### config.mk
export PLATFORM = sky130hd
export DESIGN_NAME = regfile_port_ctrl
export DESIGN_NICKNAME = d
export VERILOG_FILES = /design/src/rtl/regfile_port_ctrl.sv
export SDC_FILE = /design/constraint.sdc
export NUM_CORES = 1
export LEC_CHECK = 0
export ABC_AREA = 1
export CAP_MARGIN = 30
export CORE_MARGIN = 1.5
export CORE_UTILIZATION = 25
export DETAILED_ROUTE_END_ITERATION = 16
export GPL_ROUTABILITY_DRIVEN = 0
export PLACE_DENSITY = 0.61
export SYNTH_ARGS = -nofsm -noshare
export SYNTH_HDL_FRONTEND = slang
export SYNTH_SLANG_ARGS = --single-unit
### constraint.sdc
create_clock -name clk -period 2.15 [get_ports clk]
set_input_delay 0.645 -clock clk [delete_from_list [all_inputs] [get_ports clk]]
set_output_delay 0.645 -clock clk [all_outputs]
set_load 0.05 [all_outputs]
### src/rtl/regfile_port_ctrl.sv
// Register file port controller: drives the single write port and the two
// read ports of a 16x32 register file on behalf of the pipeline.
// Writebacks win the write port combinationally; operand fetches are issued
// only in cycles without a write (a write cycle suppresses the file's read
// update). A streak counter forces a write-free cycle so that a pending
// fetch cannot be starved indefinitely.
// Optional feature macro: REGFILE_CTRL_BYPASS_EN.
// When it is defined, writebacks that land during WAIT/HOLD are forwarded
// into the latched operands.
module regfile_port_ctrl #(
    parameter int ADDR_WIDTH   = 4,
    parameter int DATA_WIDTH   = 32,
    parameter int STARVE_LIMIT = 4
) (
    input  logic                  clk,
    input  logic                  reset,
    input  logic                  req_valid,
    output logic                  req_ready,
    input  logic [ADDR_WIDTH-1:0] req_rs1,
    input  logic [ADDR_WIDTH-1:0] req_rs2,
    input  logic                  wb_valid,
    output logic                  wb_ready,
    input  logic [ADDR_WIDTH-1:0] wb_addr,
    input  logic [DATA_WIDTH-1:0] wb_data,
    output logic                  op_valid,
    input  logic                  op_ready,
    output logic [DATA_WIDTH-1:0] op_a,
    output logic [DATA_WIDTH-1:0] op_b,
    output logic                  rf_write,
    output logic [ADDR_WIDTH-1:0] rf_write_addr,
    output logic [DATA_WIDTH-1:0] rf_write_data,
    output logic [ADDR_WIDTH-1:0] rf_read_addr_a,
    output logic [ADDR_WIDTH-1:0] rf_read_addr_b,
    input  logic [DATA_WIDTH-1:0] rf_read_data_a,
    input  logic [DATA_WIDTH-1:0] rf_read_data_b
);

    // Counter only needs to reach STARVE_LIMIT; keep at least one bit.
    localparam int CW = (STARVE_LIMIT > 0) ? $clog2(STARVE_LIMIT + 1) : 1;

    typedef enum logic [1:0] {
        IDLE = 2'd0,
        WAIT = 2'd1,
        HOLD = 2'd2
    } state_t;

    state_t                  state_q;
    logic                    op_valid_q;
    logic [DATA_WIDTH-1:0]   op_a_q;
    logic [DATA_WIDTH-1:0]   op_b_q;
    logic [ADDR_WIDTH-1:0]   rs1_q;
    logic [ADDR_WIDTH-1:0]   rs2_q;
    logic [CW-1:0]           streak_q;

    logic guard_d;
    logic wb_fire_d;
    logic rf_write_d;
    logic req_fire_d;

    // Handshake decode: guard cycle blocks writeback, a real write blocks the fetch.
    always_comb begin
        guard_d    = (STARVE_LIMIT > 0) && (streak_q == CW'(STARVE_LIMIT));
        wb_fire_d  = wb_valid && !guard_d;
        rf_write_d = wb_fire_d && (wb_addr != '0);
        req_fire_d = req_valid && (state_q == IDLE) && !rf_write_d;
    end

    assign wb_ready       = !guard_d;
    assign rf_write       = rf_write_d;
    assign rf_write_addr  = wb_addr;
    assign rf_write_data  = wb_data;
    assign req_ready      = (state_q == IDLE) && !rf_write_d;
    // In IDLE the live request addresses go straight to the file so it can
    // sample them on the accepting edge; afterwards the latched copy is held.
    assign rf_read_addr_a = (state_q == IDLE) ? req_rs1 : rs1_q;
    assign rf_read_addr_b = (state_q == IDLE) ? req_rs2 : rs2_q;
    assign op_valid       = op_valid_q;
    assign op_a           = op_a_q;
    assign op_b           = op_b_q;

    // Fetch FSM, operand registers and starvation streak counter.
    always_ff @(posedge clk) begin
        if (reset) begin
            state_q    <= IDLE;
            op_valid_q <= 1'b0;
            op_a_q     <= '0;
            op_b_q     <= '0;
            rs1_q      <= '0;
            rs2_q      <= '0;
            streak_q   <= '0;
        end else begin
            // Streak counts IDLE cycles where a pending fetch lost to a write.
            if (req_fire_d || !req_valid || guard_d) begin
                streak_q <= '0;
            end else if ((STARVE_LIMIT > 0) && (state_q == IDLE) && rf_write_d) begin
                streak_q <= streak_q + 1'b1;
            end

            case (state_q)
                IDLE: begin
                    if (req_fire_d) begin
                        rs1_q   <= req_rs1;
                        rs2_q   <= req_rs2;
                        state_q <= WAIT;
                    end
                end
                WAIT: begin
                    op_a_q     <= rf_read_data_a;
                    op_b_q     <= rf_read_data_b;
                    op_valid_q <= 1'b1;
                    state_q    <= HOLD;
                end
                HOLD: begin
                    if (op_ready) begin
                        op_valid_q <= 1'b0;
                        state_q    <= IDLE;
                    end
                end
                default: begin
                    op_valid_q <= 1'b0;
                    state_q    <= IDLE;
                end
            endcase

`ifdef REGFILE_CTRL_BYPASS_EN
            // Forward writebacks into the operands; later assignment overrides
            // the WAIT capture so operands never go stale against the file.
            if ((state_q == WAIT || state_q == HOLD) && rf_write_d) begin
                if (wb_addr == rs1_q) begin
                    op_a_q <= wb_data;
                end
                if (wb_addr == rs2_q) begin
                    op_b_q <= wb_data;
                end
            end
`endif
        end
    end

endmodule

==> impl_metrics.toml, run 1 <==
[synth]
syn_inst = 425
yosysMostFrequentCell = "nor2_1"
yosys.area_share.simple = 0.240
synth_nets = 540
synth-seq-cells = 78
synth.area.mux_share = 0
synth_commonest_cells = "nor2_1, dfxtp_1, o21ai_1, nand2_1, buf_4"
yosys.area.top_type = "dfxtp_1"
yosysTopAreaCellShare = 0.478
ys.flop_type = "dfxtp_1"
yosysWarnings = 0
ys_seq_area_frac = 0.478
synthAdderAreaFrac = 0.00766
synth.distinct_cells = 20
synthArstFlopShare = 0
netlist_area_um2 = 3270
synth_edf_count = 0
synth_compound_gate_area_share = 0.121
synth_xor_xnor_area_share = 0
synth.area.top_cells = "dfxtp_1, nor2_1, buf_4, o21ai_1, nand2_1"
avgSynthCellArea_um2 = 7.69
synth_top_family_by_area = "simple AND/OR/NAND/NOR gates"

[critical_path]
critPathMaxStageDelay_ns = 0.82
start_kind = "register"
crit_chain = "clkdlybuf4s50_1"
cp-end-kind = "output pin"
cp_top_family = "buffers and inverters"
required_ns = 1.50
r2r_slack_ns = 0.63
critPathMaxFanout = 2
cp_slowest_cell = "clkdlybuf4s50_1"
cp.buffers_inverters = 1
critPathArrivalTime_ns = 1.47
path_class = "reg2out"

[cells_and_area]
drive_gt1_frac = 0.135
layout.nets = 667
areaGrowthSynthToFinish_pct = 61.1
design_area_um2 = 5260
multi_input_area_um2 = 1230
diodes = 0
seq_area_um2 = 1560
nFillCells = 1286

[die]
fp.dieH_um = 117
initial_core_util = 0.258
die_w_um = 117
row_count = 41
design.core.area_um2 = 12700
io_pins = 225
die_area_um2 = 13800

[timing]
max_freq_mhz = 472
period_share = 0.986
tightest_slew_ns = 0.538
final_hold_viol_count = 0
maxSlewHeadroom = 0.643
setup_ws_ns = 0.0301
holdWs_ns = 0.463
skew_ns = 0.00499
slew_viol_final = 0
period_needed_ns = 2.12
setup_viol = 0
tns_ns = 0
grt_setup_unrepaired = "false"

[placement]
post-dp-hpwl_um = 6370
pre_cts_ws_ns = -0.199
portBuffers = 160
place_area_um2 = 4890

[outcome]
status = "finished clean"

[detailed_routing]
drc = 0
drt_iter0_markers = 195
vias_per_cell = 4.25
wl_per_cell_um = 12.3
dr.pass1.iters = 4
detail-route-antenna-nets = 0
vias = 3093
wl_um = 8940

[flow_run]
drv_cap = 0

[clock_network]
postCtsHoldBufs = 0
cts_max_level = 3
cts_tree = "yes"
cts.sink_count = 78
root_buffer = "clkbuf_16"
clkTransAtPathRegs_ns = 0.06
cts_buffers = 9
clock_latency_ns = 0.33
clockBufferDepth = 2

[global_route]
antenna_found_initial = 0
overflow = 0
grt_pass1_vias = 2977
grt_pass1_wl_um = 14200
track_usage = 0.129
grt_start_max_net_pins = 65

[min_path]
min_path_type = "reg2reg"

[power]
combPwrFrac = 0.245
switchingPower_mw = 1.18
leakagePower_nw = 2.46
fin_total_pwr_mw = 4.04
peakVddDrop_mv = 0.284
swShare = 0.292
seq_power_share = 0.389
internal-power_mw = 2.86
p_per_area_nw_per_um2 = 767
clockPowerShare = 0.366
==> power groups by stage <==
stage	sequential, mW	combinational [mW]	clock, mW
3_5_place_dp	1.60	0.997	0
2_1_floorplan	1.84	0.487	0
6_report	1.57	0.991	1.48
5_1_grt	1.58	1.05	1.59
3_3_place_gp	1.60	0.991	0
4_1_cts	1.57	0.996	1.54
==> through the flow <==
stage / cells / utilization
5_1_grt: 727 / 0.415
6_report: 727 / 0.415
3_3_place_gp: 710 / 0.386
3_5_place_dp: 710 / 0.386
2_1_floorplan: 425 / -
4_1_cts: 726 / 0.409
==> what timing repair did <==
action,in CTS,in global routing
pin swaps,6,7
buffers inserted,2,1
setup endpoints to repair,11,24
resized for setup,18,29
==> per-layer routing <==
metal,global-route usage,vias to the layer above,share of wire
met1,0.149,1376,0.45
met3,0.0486,29,0.080
met4,0.0710,0,0.029
met5,0,-,0
met2,0.207,120,0.44
li1,-,1568,-
==> logic make-up (layout without fill, tap and decap cells) <==
logic type	Yosys count	after routing
AND/OR/NAND/NOR	196	196
buffers and inverters	72	202
adder cells (fa/ha/maj)	2	2
flip-flops	78	78
AO/OA/AOI/OAI	77	77
==> state kept, by name (all words and copies together) (netlist names) <==
register and flops:
op_a 32, op_valid 1, rs1_q 4, state_q 2
rs2_q 4, op_b 32, streak_q 3
==> final cells by class <==
cell class / count / area share
Sequential cell: 78 / 0.297
Clock buffer: 10 / 0.0454
Timing Repair Buffer: 176 / 0.366
Inverter: 12 / 0.00856
Tap cell: 172 / 0.0409
Multi-Input combinational cell: 275 / 0.233
Clock inverter: 4 / 0.00927
==> cell usage in the layout, fill, tap and decap left out <==
| cell | Yosys | final |
|---|---|---|
| nor2_1 | 136 | 136 |
| o21ai_0 | 6 | 6 |
| dfxtp_2 | 0 | 2 |
| buf_12 | 0 | 18 |
| dlygate4sd2_1 | 0 | 10 |
| clkinv_2 | 0 | 2 |
| nor2_8 | 1 | 1 |
| clkdlybuf4s15_1 | 0 | 4 |
| dlymetal6s2s_1 | 0 | 22 |
| clkbuf_8 | 0 | 1 |
| a21oi_1 | 8 | 8 |
| nand4_1 | 1 | 1 |
| bufinv_16 | 0 | 1 |
| a21oi_4 | 0 | 1 |
| inv_2 | 4 | 6 |
| nor2_4 | 1 | 1 |
| nand3_1 | 9 | 9 |
| inv_1 | 8 | 6 |
| o21ai_1 | 60 | 60 |
| buf_4 | 43 | 24 |
| clkdlybuf4s50_1 | 0 | 98 |
| nand2_1 | 44 | 43 |
| nand2_2 | 4 | 5 |
| a21oi_2 | 3 | 2 |
| clkbuf_16 | 0 | 9 |
| ha_1 | 2 | 1 |
| dfxtp_1 | 78 | 76 |
| ha_4 | 0 | 1 |
| clkinv_4 | 0 | 1 |
==> final timing paths <==
kind                                               start                    end  depth (start not counted)
worst max register to register  streak_q[0]$_SDFFE_PP0P_  rs1_q[3]$_SDFFE_PP0P_                          9
worst min register to register     rs1_q[1]$_SDFFE_PP0P_  rs1_q[1]$_SDFFE_PP0P_                          2
worst max-delay path               op_b[11]$_SDFFE_PP0P_               op_b[11]                          1
worst min-delay path               rs1_q[1]$_SDFFE_PP0P_  rs1_q[1]$_SDFFE_PP0P_                          2
Power figures use the tool's default switching activity.
==> run 2, diff against run 1 <==
--- a/config.mk
+++ b/config.mk
@@ -9,6 +9,7 @@
 export CAP_MARGIN = 30
 export CORE_MARGIN = 1.5
 export CORE_UTILIZATION = 25
+export CTS_CLUSTER_DIAMETER = 200
 export DETAILED_ROUTE_END_ITERATION = 16
 export GPL_ROUTABILITY_DRIVEN = 0
 export PLACE_DENSITY = 0.61
==> results of run 2 <==
Same layout as run 1: the final DEF is identical, and so are final timing and power.
==> run 3, diff against run 2 <==
--- a/config.mk
+++ b/config.mk
@@ -6,7 +6,7 @@
 export NUM_CORES = 1
 export LEC_CHECK = 0
 export ABC_AREA = 1
-export CAP_MARGIN = 30
+export CAP_MARGIN = 15
 export CORE_MARGIN = 1.5
 export CORE_UTILIZATION = 25
 export CTS_CLUSTER_DIAMETER = 200
==> results of run 3 <==
Same layout as run 1: the final DEF is identical, and so are final timing and power.
